File: src/rtl/wide_add_sequencer.sv
// WORDS x 16-bit add/subtract built by cycling one 16-bit hybrid adder over the
// operand slices, with valid/ready handshakes on both the operand and result sides.

// 4-bit carry-lookahead block.
module cla4 (
  input  logic [3:0] a,
  input  logic [3:0] b,
  input  logic       ci,
  output logic [3:0] s,
  output logic       co
);
  logic [3:0] g, p;
  logic [3:0] c;

  assign g = a & b;
  assign p = a ^ b;

  assign c[0] = ci;
  assign c[1] = g[0] | (p[0] & ci);
  assign c[2] = g[1] | (p[1] & g[0]) | (p[1] & p[0] & ci);
  assign c[3] = g[2] | (p[2] & g[1]) | (p[2] & p[1] & g[0]) | (p[2] & p[1] & p[0] & ci);
  assign co   = g[3] | (p[3] & g[2]) | (p[3] & p[2] & g[1]) | (p[3] & p[2] & p[1] & g[0])
              | (p[3] & p[2] & p[1] & p[0] & ci);
  assign s    = p ^ c;
endmodule

// 16-bit hybrid adder: each nibble is precomputed for carry-in 0 and 1 by CLA
// blocks, and the rippling block carries only drive the select muxes.
module top (
  input  logic [15:0] a,
  input  logic [15:0] b,
  input  logic        ci,
  output logic [15:0] sum,
  output logic        co
);
  logic [3:0][3:0] s0, s1;
  logic [3:0]      c0, c1;
  logic [4:0]      c;

  assign c[0] = ci;

  for (genvar i = 0; i < 4; i++) begin : g_blk
    cla4 u_c0 (.a(a[4*i +: 4]), .b(b[4*i +: 4]), .ci(1'b0), .s(s0[i]), .co(c0[i]));
    cla4 u_c1 (.a(a[4*i +: 4]), .b(b[4*i +: 4]), .ci(1'b1), .s(s1[i]), .co(c1[i]));
    assign sum[4*i +: 4] = c[i] ? s1[i] : s0[i];
    assign c[i+1]        = c[i] ? c1[i] : c0[i];
  end

  assign co = c[4];
endmodule

module wide_add_sequencer #(
  parameter int WORDS = 4
) (
  input  logic                clk,
  input  logic                rst,
  input  logic                in_valid,
  output logic                in_ready,
  input  logic                op,
  input  logic [16*WORDS-1:0] a,
  input  logic [16*WORDS-1:0] b,
  input  logic                ci,
  output logic                out_valid,
  input  logic                out_ready,
  output logic [16*WORDS-1:0] sum,
  output logic                co,
  output logic                busy
);
  localparam int IW = $clog2(WORDS);

  typedef enum logic [1:0] {IDLE, RUN, DONE} state_t;

  state_t                 state, state_nx;
  logic [WORDS-1:0][15:0] a_r, b_r, sum_r;
  logic                   carry_r;
  logic [IW-1:0]          idx;
  logic [15:0]            slice_s;
  logic                   slice_co;
  logic                   last;
  logic                   accept;

  assign last   = (idx == IW'(WORDS-1));
  assign accept = in_valid & in_ready;
  assign busy   = (state != IDLE);
  assign sum    = sum_r;

  top u_add (
    .a   (a_r[idx]),
    .b   (b_r[idx]),
    .ci  (carry_r),
    .sum (slice_s),
    .co  (slice_co)
  );

  always_ff @(posedge clk or posedge rst) begin
    if (rst) state <= IDLE;
    else     state <= state_nx;
  end

  always_comb begin
    state_nx  = state;
    in_ready  = 1'b0;
    out_valid = 1'b0;
    case (state)
      IDLE: begin
        in_ready = 1'b1;
        if (in_valid) state_nx = RUN;
      end
      RUN:  if (last) state_nx = DONE;
      DONE: begin
        out_valid = 1'b1;
        if (out_ready) state_nx = IDLE;
      end
      default: state_nx = IDLE;
    endcase
  end

  // Subtract is a + ~b + 1; the +1 enters as the slice-0 carry.
  always_ff @(posedge clk or posedge rst) begin
    if (rst) begin
      a_r     <= '0;
      b_r     <= '0;
      sum_r   <= '0;
      carry_r <= 1'b0;
      idx     <= '0;
      co      <= 1'b0;
    end else if (accept) begin
      a_r     <= a;
      b_r     <= op ? ~b : b;
      carry_r <= op ? 1'b1 : ci;
      idx     <= '0;
    end else if (state == RUN) begin
      sum_r[idx] <= slice_s;
      carry_r    <= slice_co;
      if (last) co  <= slice_co;
      else      idx <= idx + 1'b1;
    end
  end
endmodule
File: config.mk
export PLATFORM = sky130hd
export DESIGN_NAME = wide_add_sequencer
export DESIGN_NICKNAME = d
export VERILOG_FILES = /design/src/rtl/wide_add_sequencer.sv
export SDC_FILE = /design/constraint.sdc
export NUM_CORES = 1
export LEC_CHECK = 0
export ABC_AREA = 1
export BUFFER_PORTS_ARGS = -buffer_cell sky130_fd_sc_hd__buf_2
export CORE_AREA = 4 4 208 210
export DETAILED_ROUTE_END_ITERATION = 6
export DIE_AREA = 0 0 212 214
export PLACE_DENSITY = 0.54
export SLEW_MARGIN = 20
export SYNTH_ARGS = -nofsm -noshare
export SYNTH_HDL_FRONTEND = slang
export SYNTH_HIERARCHICAL = 1
export SYNTH_SLANG_ARGS = --single-unit
File: constraint.sdc
create_clock -name clk -period 5.65 [get_ports clk]
set_input_delay 0.2825 -clock clk [delete_from_list [all_inputs] [get_ports clk]]
set_output_delay 0.2825 -clock clk [all_outputs]
set_load 0.01 [all_outputs]
==> impl_table.tex, run 1 <==
\begin{tabular}{lr}
\hline
Metric & Value \\
\hline
\multicolumn{2}{l}{\textbf{Status}} \\
\quad Failing checks & hold timing \\
\quad Run status & complete, but fails checks \\
\multicolumn{2}{l}{\textbf{Clock network}} \\
\quad TritonCTS clock tree & done \\
\quad Post-cts repair resize count & 0 \\
\quad Clk Tree Root Cell & clkbuf\_16 \\
\quad Clock latency on the worst-skew pair & 0.45 ns \\
\quad Reg clk slew, reported paths & 0.07 ns \\
\quad Clock H-tree levels & 4 \\
\quad Number of buffers added by the clock tree synthesis step & 17 \\
\quad \# clock sinks & 198 \\
\quad Max clock buf depth & 2 \\
\quad Post-CTS Repair Setup Buffers & 0 \\
\multicolumn{2}{l}{\textbf{Worst setup path}} \\
\quad Largest stage delay, worst path & 0.79 ns \\
\quad Delay-heaviest family, CP & simple AND/OR/NAND/NOR gates \\
\quad Req. time, crit path & 5.99 ns \\
\quad Crit path buffers/inverters & 2 \\
\quad Setup crit end kind & flop \\
\quad CP Launch Type & flop \\
\quad Ordered cell list for the critical path & buf\_4, nand2\_1, o211ai\_1, nand2\_1, ha\_1, nand3\_1, nand3\_1, nand3\_1, nand2\_1, inv\_1, nand3\_1, nand3\_2, nand3\_1, nand2\_1, nand2\_1, nand2\_1 \\
\quad CP Class & flop to flop \\
\quad Highest net fanout along the worst path & 99 \\
\quad Cell with the biggest individual delay on the critical path & buf\_4 \\
\quad Arrival @ worst endpoint & 3.71 ns \\
\quad Top cell by count, worst path & nand2\_1 \\
\multicolumn{2}{l}{\textbf{Route}} \\
\quad Total Routed Length & 35000 um \\
\quad 1st-iter DRT viols & 618 \\
\quad Via count & 10471 \\
\quad Routed via count divided by cell count & 4.40 \\
\quad Remaining antenna violation count & 0 \\
\quad Count of TritonRoute iterations in the first routing pass & 5 \\
\quad Post-route DRC violation count & 0 \\
\quad Routed WL per cell & 14.7 um \\
\multicolumn{2}{l}{\textbf{STA}} \\
\quad Final Skew & 0.0145 ns \\
\quad Relative slew slack & 0.321 \\
\quad Fin crit share & 0.596 \\
\quad Setup repair after global routing missed its margin & false \\
\quad Worst Hold Slack & -0.0348 ns \\
\quad Sum of negative setup slack & 0 ns \\
\quad Max Clock Freq & 0.297 GHz \\
\quad Transition time at the pin with the least slew margin & 1.02 ns \\
\quad Max Slew Vio Count & 0 \\
\quad Final Hold Violating Endpoints & 11 \\
\quad Endpoints failing setup & 0 \\
\quad Clock period minus final worst setup slack & 3.37 ns \\
\multicolumn{2}{l}{\textbf{GRT}} \\
\quad Largest net degree at the start of global routing & 132 \\
\quad First-pass GRT wire length & 55500 um \\
\quad Total Routing Usage GR & 0.155 \\
\quad Via count of the first global-routing pass & 10101 \\
\quad Overflow left after global routing & 0 \\
\quad Number of antenna violations at the first check in global routing & 1 \\
\multicolumn{2}{l}{\textbf{Cells and area}} \\
\quad Most frequent cells in the layout & nand2\_1 (939), buf\_2 (201), dfrtp\_1 (197), inv\_1 (159), o21ai\_0 (65) \\
\quad Design Area, Final & 13600 um2 \\
\quad Final \#Nets & 2008 \\
\quad Share of final-layout standard cells stronger than drive strength 1 & 0.148 \\
\quad Antenna Diode Count & 0 \\
\quad Area overhead of the layout relative to synthesis & 18.4\% \\
\quad Final core occ & 0.328 \\
\quad Most frequent standard cell in the layout excluding fill and tap cells & nand2\_1 \\
\multicolumn{2}{l}{\textbf{Hold path}} \\
\quad Hold crit path type & input port to async pin \\
\multicolumn{2}{l}{\textbf{Placement}} \\
\quad Total placed instance area & 13000 um2 \\
\quad Number of input and output port buffers inserted & 201 \\
\quad Global placer's final weighted congestion & 0.857 \\
\quad Hpwl dp & 25900 um \\
\multicolumn{2}{l}{\textbf{Floorplanning}} \\
\quad Die area & 45400 um2 \\
\quad I/O pin total & 202 \\
\quad Total core area & 41600 um2 \\
\quad Effective utilization at floorplan & 0.277 \\
\quad Die H & 214 um \\
\quad Number of core rows & 75 \\
\quad Die width & 212 um \\
\multicolumn{2}{l}{\textbf{Yosys}} \\
\quad Count of state elements after synthesis & 198 \\
\quad Count of synthesis-stage warnings from yosys & 6 \\
\quad Count of different cell masters after synthesis & 32 \\
\quad Synth Cell Area & 11500 um2 \\
\quad Sequential cell area fraction in the yosys report & 0.430 \\
\quad Post-Syn Instances & 1646 \\
\quad Synthesized area per cell & 6.99 um2 \\
\multicolumn{2}{l}{\textbf{Flow run}} \\
\quad Max-cap check violation count & 0 \\
\hline
\end{tabular}
==> per-stage QoR <==
stage / setup WS (ns) / instances
after CTS: 2.26 / 2380
final: 2.28 / 2380
after detailed placement: 2.27 / 2347
after global placement: 2.36 / 2347
after floorplan: 2.81 / 1668
after global routing: 1.81 / 2380
==> kinds of logic after synthesis <==
logic type,Yosys count,synth area share
other,2,0.000652
xor gates and xnor gates,8,0.00609
DFF,198,0.430
AOI/OAI and AO/OA,106,0.0533
buffers and inverters,234,0.0841
adders and majority gates,44,0.0530
and+or+nand+nor,1050,0.367
muxes,4,0.00522
==> worst register-to-register path, cell delays in order (launching register included) <==
cell and delay, ns:
dfrtp_4 0.41, buf_4 0.79, nand2_1 0.15, o211ai_1 0.17
nand2_1 0.14, ha_1 0.39, nand3_1 0.12, nand3_1 0.11
nand3_1 0.07, nand2_1 0.19, inv_1 0.07, nand3_1 0.14
nand3_2 0.13, nand3_1 0.12, nand2_1 0.12, nand2_1 0.10
nand2_1 0.05
==> metal layers <==
| layer | wire, um | global-route usage | up-vias | share of wire |
|---|---|---|---|---|
| li1 | - | - | 5362 | - |
| met1 | 16900 | 0.219 | 4866 | 0.48 |
| met2 | 16100 | 0.249 | 220 | 0.46 |
| met3 | 1560 | 0.0284 | 23 | 0.044 |
| met4 | 469 | 0.0316 | 0 | 0.013 |
| met5 | 0 | 0 | - | 0 |
==> flip-flops by register name, summed over array words and instances (netlist names) <==
signal and flops:
co 1, a_r 64, idx 2, sum 64, carry_r 1, b_r 64, state 2
==> cell type report <==
class,count,area [um2]
multi-input cells,1236,5680
inverters,164,624
well taps,539,674
fillers,4540,27900
flip-flops and latches,198,4960
clock inverters,11,126
clock buffers,19,443
repair buffers,213,1120
==> Yosys cell counts <==
master	n	share of area
nand2_2	10	0.0054
nand2_1	939	0.31
clkinv_1	1	0.00033
buf_2	23	0.010
a21oi_1	8	0.0035
nand3b_4	1	0.0017
o31ai_1	1	0.00065
o211ai_1	32	0.021
buf_4	1	0.00065
clkbuf_1	29	0.0095
conb_1	2	0.00065
nand3_1	53	0.023
o21ai_0	65	0.028
nor2_4	1	0.00098
buf_1	10	0.0033
or2_0	8	0.0043
fa_1	8	0.014
nand3_2	2	0.0017
inv_4	2	0.0011
nand2_8	3	0.0052
xor2_1	2	0.0015
nand4_1	16	0.0087
dfrtp_1	198	0.43
nand3_4	2	0.0030
inv_1	161	0.053
buf_6	7	0.0068
nor2_1	9	0.0029
nor2_2	5	0.0027
mux2_4	4	0.0052
nand2_4	1	0.00098
xnor2_1	6	0.0046
ha_1	36	0.039
==> final timing paths <==
path                            startpoint      end  slack (ns)  cells past startpoint
worst min register to register     sum[35]  sum[35]        0.48                      2
max in group asynchronous              rst  sum[32]        4.14                      4
min in group clk                     a[38]  a_r[38]        0.03                      3
worst min-delay path                   rst  a_r[22]       -0.03                      3
worst max-delay path                idx[0]  sum[61]        2.28                     16
worst max register to register      idx[0]  sum[61]        2.28                     16
==> what timing repair did <==
item	in CTS	in global routing
hold buffers	3	0
setup endpoints to repair	0	0
endpoints found under the hold margin	3	0
Power of run 1 is left out: the tool's default activity adds up to more than one toggle a clock period on the data nets, which glitch-free logic cannot reach.
==> run 2: changes to the inputs <==
--- a/config.mk
+++ b/config.mk
@@ -10,7 +10,7 @@
 export CORE_AREA = 4 4 208 210
 export DETAILED_ROUTE_END_ITERATION = 6
 export DIE_AREA = 0 0 212 214
-export PLACE_DENSITY = 0.54
+export PLACE_DENSITY = 0.52
 export SLEW_MARGIN = 20
 export SYNTH_ARGS = -nofsm -noshare
 export SYNTH_HDL_FRONTEND = slang
==> constraint.sdc (replaced) <==
create_clock -name clk -period 3.2 [get_ports clk]
set_input_delay 0.16 -clock clk [delete_from_list [all_inputs] [get_ports clk]]
set_output_delay 0.16 -clock clk [all_outputs]
set_load 0.01 [all_outputs]
==> impl_table.tex, run 2 (same netlist as run 1, synthesis figures left out) <==
\begin{tabular}{lr}
\hline
Metric & Value \\
\hline
\multicolumn{2}{l}{\textbf{Status}} \\
\quad Run status & completed \\
\multicolumn{2}{l}{\textbf{Placement}} \\
\quad Hpwl dp & 26000 um \\
\quad Total placed instance area & 13100 um2 \\
\quad Number of input and output port buffers inserted & 201 \\
\quad Global placer's final weighted congestion & 0.847 \\
\multicolumn{2}{l}{\textbf{Cells and area}} \\
\quad Final core occ & 0.355 \\
\quad Design Area, Final & 14800 um2 \\
\quad Share of final-layout standard cells stronger than drive strength 1 & 0.147 \\
\quad Most frequent cells in the layout & nand2\_1 (939), buf\_2 (201), dfrtp\_1 (197), inv\_1 (159), dlygate4sd3\_1 (97) \\
\quad Final \#Nets & 2113 \\
\quad Antenna Diode Count & 0 \\
\quad Area overhead of the layout relative to synthesis & 28.2\% \\
\quad Most frequent standard cell in the layout excluding fill and tap cells & nand2\_1 \\
\multicolumn{2}{l}{\textbf{Power and ir drop}} \\
\quad Share of power burned in combinational logic & 0.641 \\
\quad Switching Share & 0.508 \\
\quad Clock power share & 0.121 \\
\quad Cell internal power dissipation & 0.00928 W \\
\quad Power share of the sequential group & 0.238 \\
\quad Worst ir drop on vdd & 0.585 mV \\
\quad Reported leakage power & 8.44 nW \\
\quad Areal power density over the cells & 1280 nW/um2 \\
\quad Switching power of the nets & 0.00958 W \\
\multicolumn{2}{l}{\textbf{Worst setup path}} \\
\quad CP Launch Type & flop \\
\quad Req. time, crit path & 3.53 ns \\
\quad Cell with the biggest individual delay on the critical path & dfrtp\_4 \\
\quad Setup crit end kind & flop \\
\quad CP Class & flop to flop \\
\quad Delay-heaviest family, CP & simple AND/OR/NAND/NOR gates \\
\quad Crit path buffers/inverters & 2 \\
\quad Arrival @ worst endpoint & 3.18 ns \\
\quad Top cell by count, worst path & nand2\_1 \\
\quad Largest stage delay, worst path & 0.51 ns \\
\quad Ordered cell list for the critical path & buf\_12, buf\_4, nand2\_1, nand2\_1, nand2\_1, nand2\_1, ha\_1, nand3\_1, nand3\_1, nand3\_1, nand2\_1, nand2\_4, nand3\_1, nand3\_2, nand3\_1, nand2\_1, nand2\_1, nand2\_1 \\
\quad Highest net fanout along the worst path & 20 \\
\multicolumn{2}{l}{\textbf{Clock network}} \\
\quad Number of buffers added by the clock tree synthesis step & 17 \\
\quad Clk Tree Root Cell & clkbuf\_16 \\
\quad \# clock sinks & 198 \\
\quad Reg clk slew, reported paths & 0.08 ns \\
\quad Clock latency on the worst-skew pair & 0.45 ns \\
\quad Clock H-tree levels & 4 \\
\quad TritonCTS clock tree & done \\
\quad Post-cts repair resize count & 0 \\
\quad Max clock buf depth & 2 \\
\multicolumn{2}{l}{\textbf{STA}} \\
\quad Fin crit share & 0.888 \\
\quad Final Hold Violating Endpoints & 0 \\
\quad Max Slew Vio Count & 0 \\
\quad Worst Hold Slack & 0.0185 ns \\
\quad Transition time at the pin with the least slew margin & 0.860 ns \\
\quad Clock period minus final worst setup slack & 2.84 ns \\
\quad Sum of negative setup slack & 0 ns \\
\quad Setup repair after global routing missed its margin & false \\
\quad Final Skew & 0.0202 ns \\
\quad Relative slew slack & 0.426 \\
\quad Max Clock Freq & 0.352 GHz \\
\quad Endpoints failing setup & 0 \\
\multicolumn{2}{l}{\textbf{GRT}} \\
\quad Total Routing Usage GR & 0.159 \\
\quad Via count of the first global-routing pass & 10567 \\
\quad Number of antenna violations at the first check in global routing & 0 \\
\quad Largest net degree at the start of global routing & 199 \\
\quad Overflow left after global routing & 0 \\
\quad First-pass GRT wire length & 57500 um \\
\multicolumn{2}{l}{\textbf{Flow run}} \\
\quad Max-cap check violation count & 0 \\
\multicolumn{2}{l}{\textbf{Route}} \\
\quad Routed WL per cell & 14.4 um \\
\quad Total Routed Length & 35800 um \\
\quad Remaining antenna violation count & 0 \\
\quad Post-route DRC violation count & 0 \\
\quad Count of TritonRoute iterations in the first routing pass & 5 \\
\quad 1st-iter DRT viols & 700 \\
\quad Routed via count divided by cell count & 4.35 \\
\quad Via count & 10823 \\
\multicolumn{2}{l}{\textbf{Floorplanning}} \\
\quad Die area & 45400 um2 \\
\quad I/O pin total & 202 \\
\quad Number of core rows & 75 \\
\quad Effective utilization at floorplan & 0.277 \\
\quad Total core area & 41600 um2 \\
\quad Die H & 214 um \\
\quad Die width & 212 um \\
\multicolumn{2}{l}{\textbf{Hold path}} \\
\quad Hold crit path type & input port to flop \\
\hline
\end{tabular}
[run 2: changes by cell type in the layout (fill, tap and decap cells not counted), sizes merged]
cell,delta
dlygate4sd3,+94
buf,+11
inv,+3
clkinv,-2
clkinvlp,+1
[run 2: final cells by class]
type	instances	area, um2
clock inverters	13	164
repair buffers	318	2200
fillers	4430	26800
well taps	539	674
flip-flops and latches	198	4960
inverters	164	624
clock buffers	19	453
multi-input cells	1236	5680
[run 2: timing repair]
item,in CTS,in global routing
endpoints found under the hold margin,96,83
hold buffers,96,1
endpoints found under the setup margin,0,26
buffers inserted,0,2
[run 2: routing by layer]
| metal | global-route usage | part of all wire | vias to the layer above |
|---|---|---|---|
| li1 | - | - | 5578 |
| met1 | 0.223 | 0.47 | 4970 |
| met2 | 0.257 | 0.47 | 245 |
| met3 | 0.0237 | 0.041 | 30 |
| met4 | 0.0437 | 0.016 | 0 |
| met5 | 0 | 0 | - |
[run 2: tightest hold or removal path, delay by kind of cell]
kind | cells | cell delay (ns)
AO/OA/AOI/OAI | 1 | 0.07
AND/OR/NAND/NOR | 2 | 0.11
buffers and inverters | 1 | 0.09
[run 2: power by group through the flow]
stage	Sequential [W]	Combinational [W]	Clock, W
final	0.00449	0.0121	0.00227
after CTS	0.00453	0.0121	0.00233
after global routing	0.00464	0.0139	0.00243
after floorplan	0.00451	0.00850	0
after global placement	0.00457	0.0118	0
after detailed placement	0.00457	0.0119	0
[run 2: path summary, 6_finish.rpt]
path                         start       to  slack (ns)  cells after the start
min in group asynchronous      rst  sum[19]        0.40                      4
hold / removal               b[53]  b_r[53]        0.02                      4
max in group asynchronous      rst   idx[0]        1.84                      5
setup reg to reg            idx[0]  sum[44]        0.36                     18
setup / recovery            idx[0]  sum[44]        0.36                     18
hold reg to reg            sum[32]  sum[32]        0.48                      2
[run 2: stage by stage]
step / cells / setup slack [ns] / total power, W
floorplan: 1668 / 0.480 / 0.0130
global placement: 2355 / 0.305 / 0.0163
detailed placement: 2355 / 0.261 / 0.0165
CTS: 2483 / 0.235 / 0.0189
global route: 2487 / 0.0381 / 0.0209
finish: 2487 / 0.357 / 0.0189
Power figures use the tool's default switching activity.
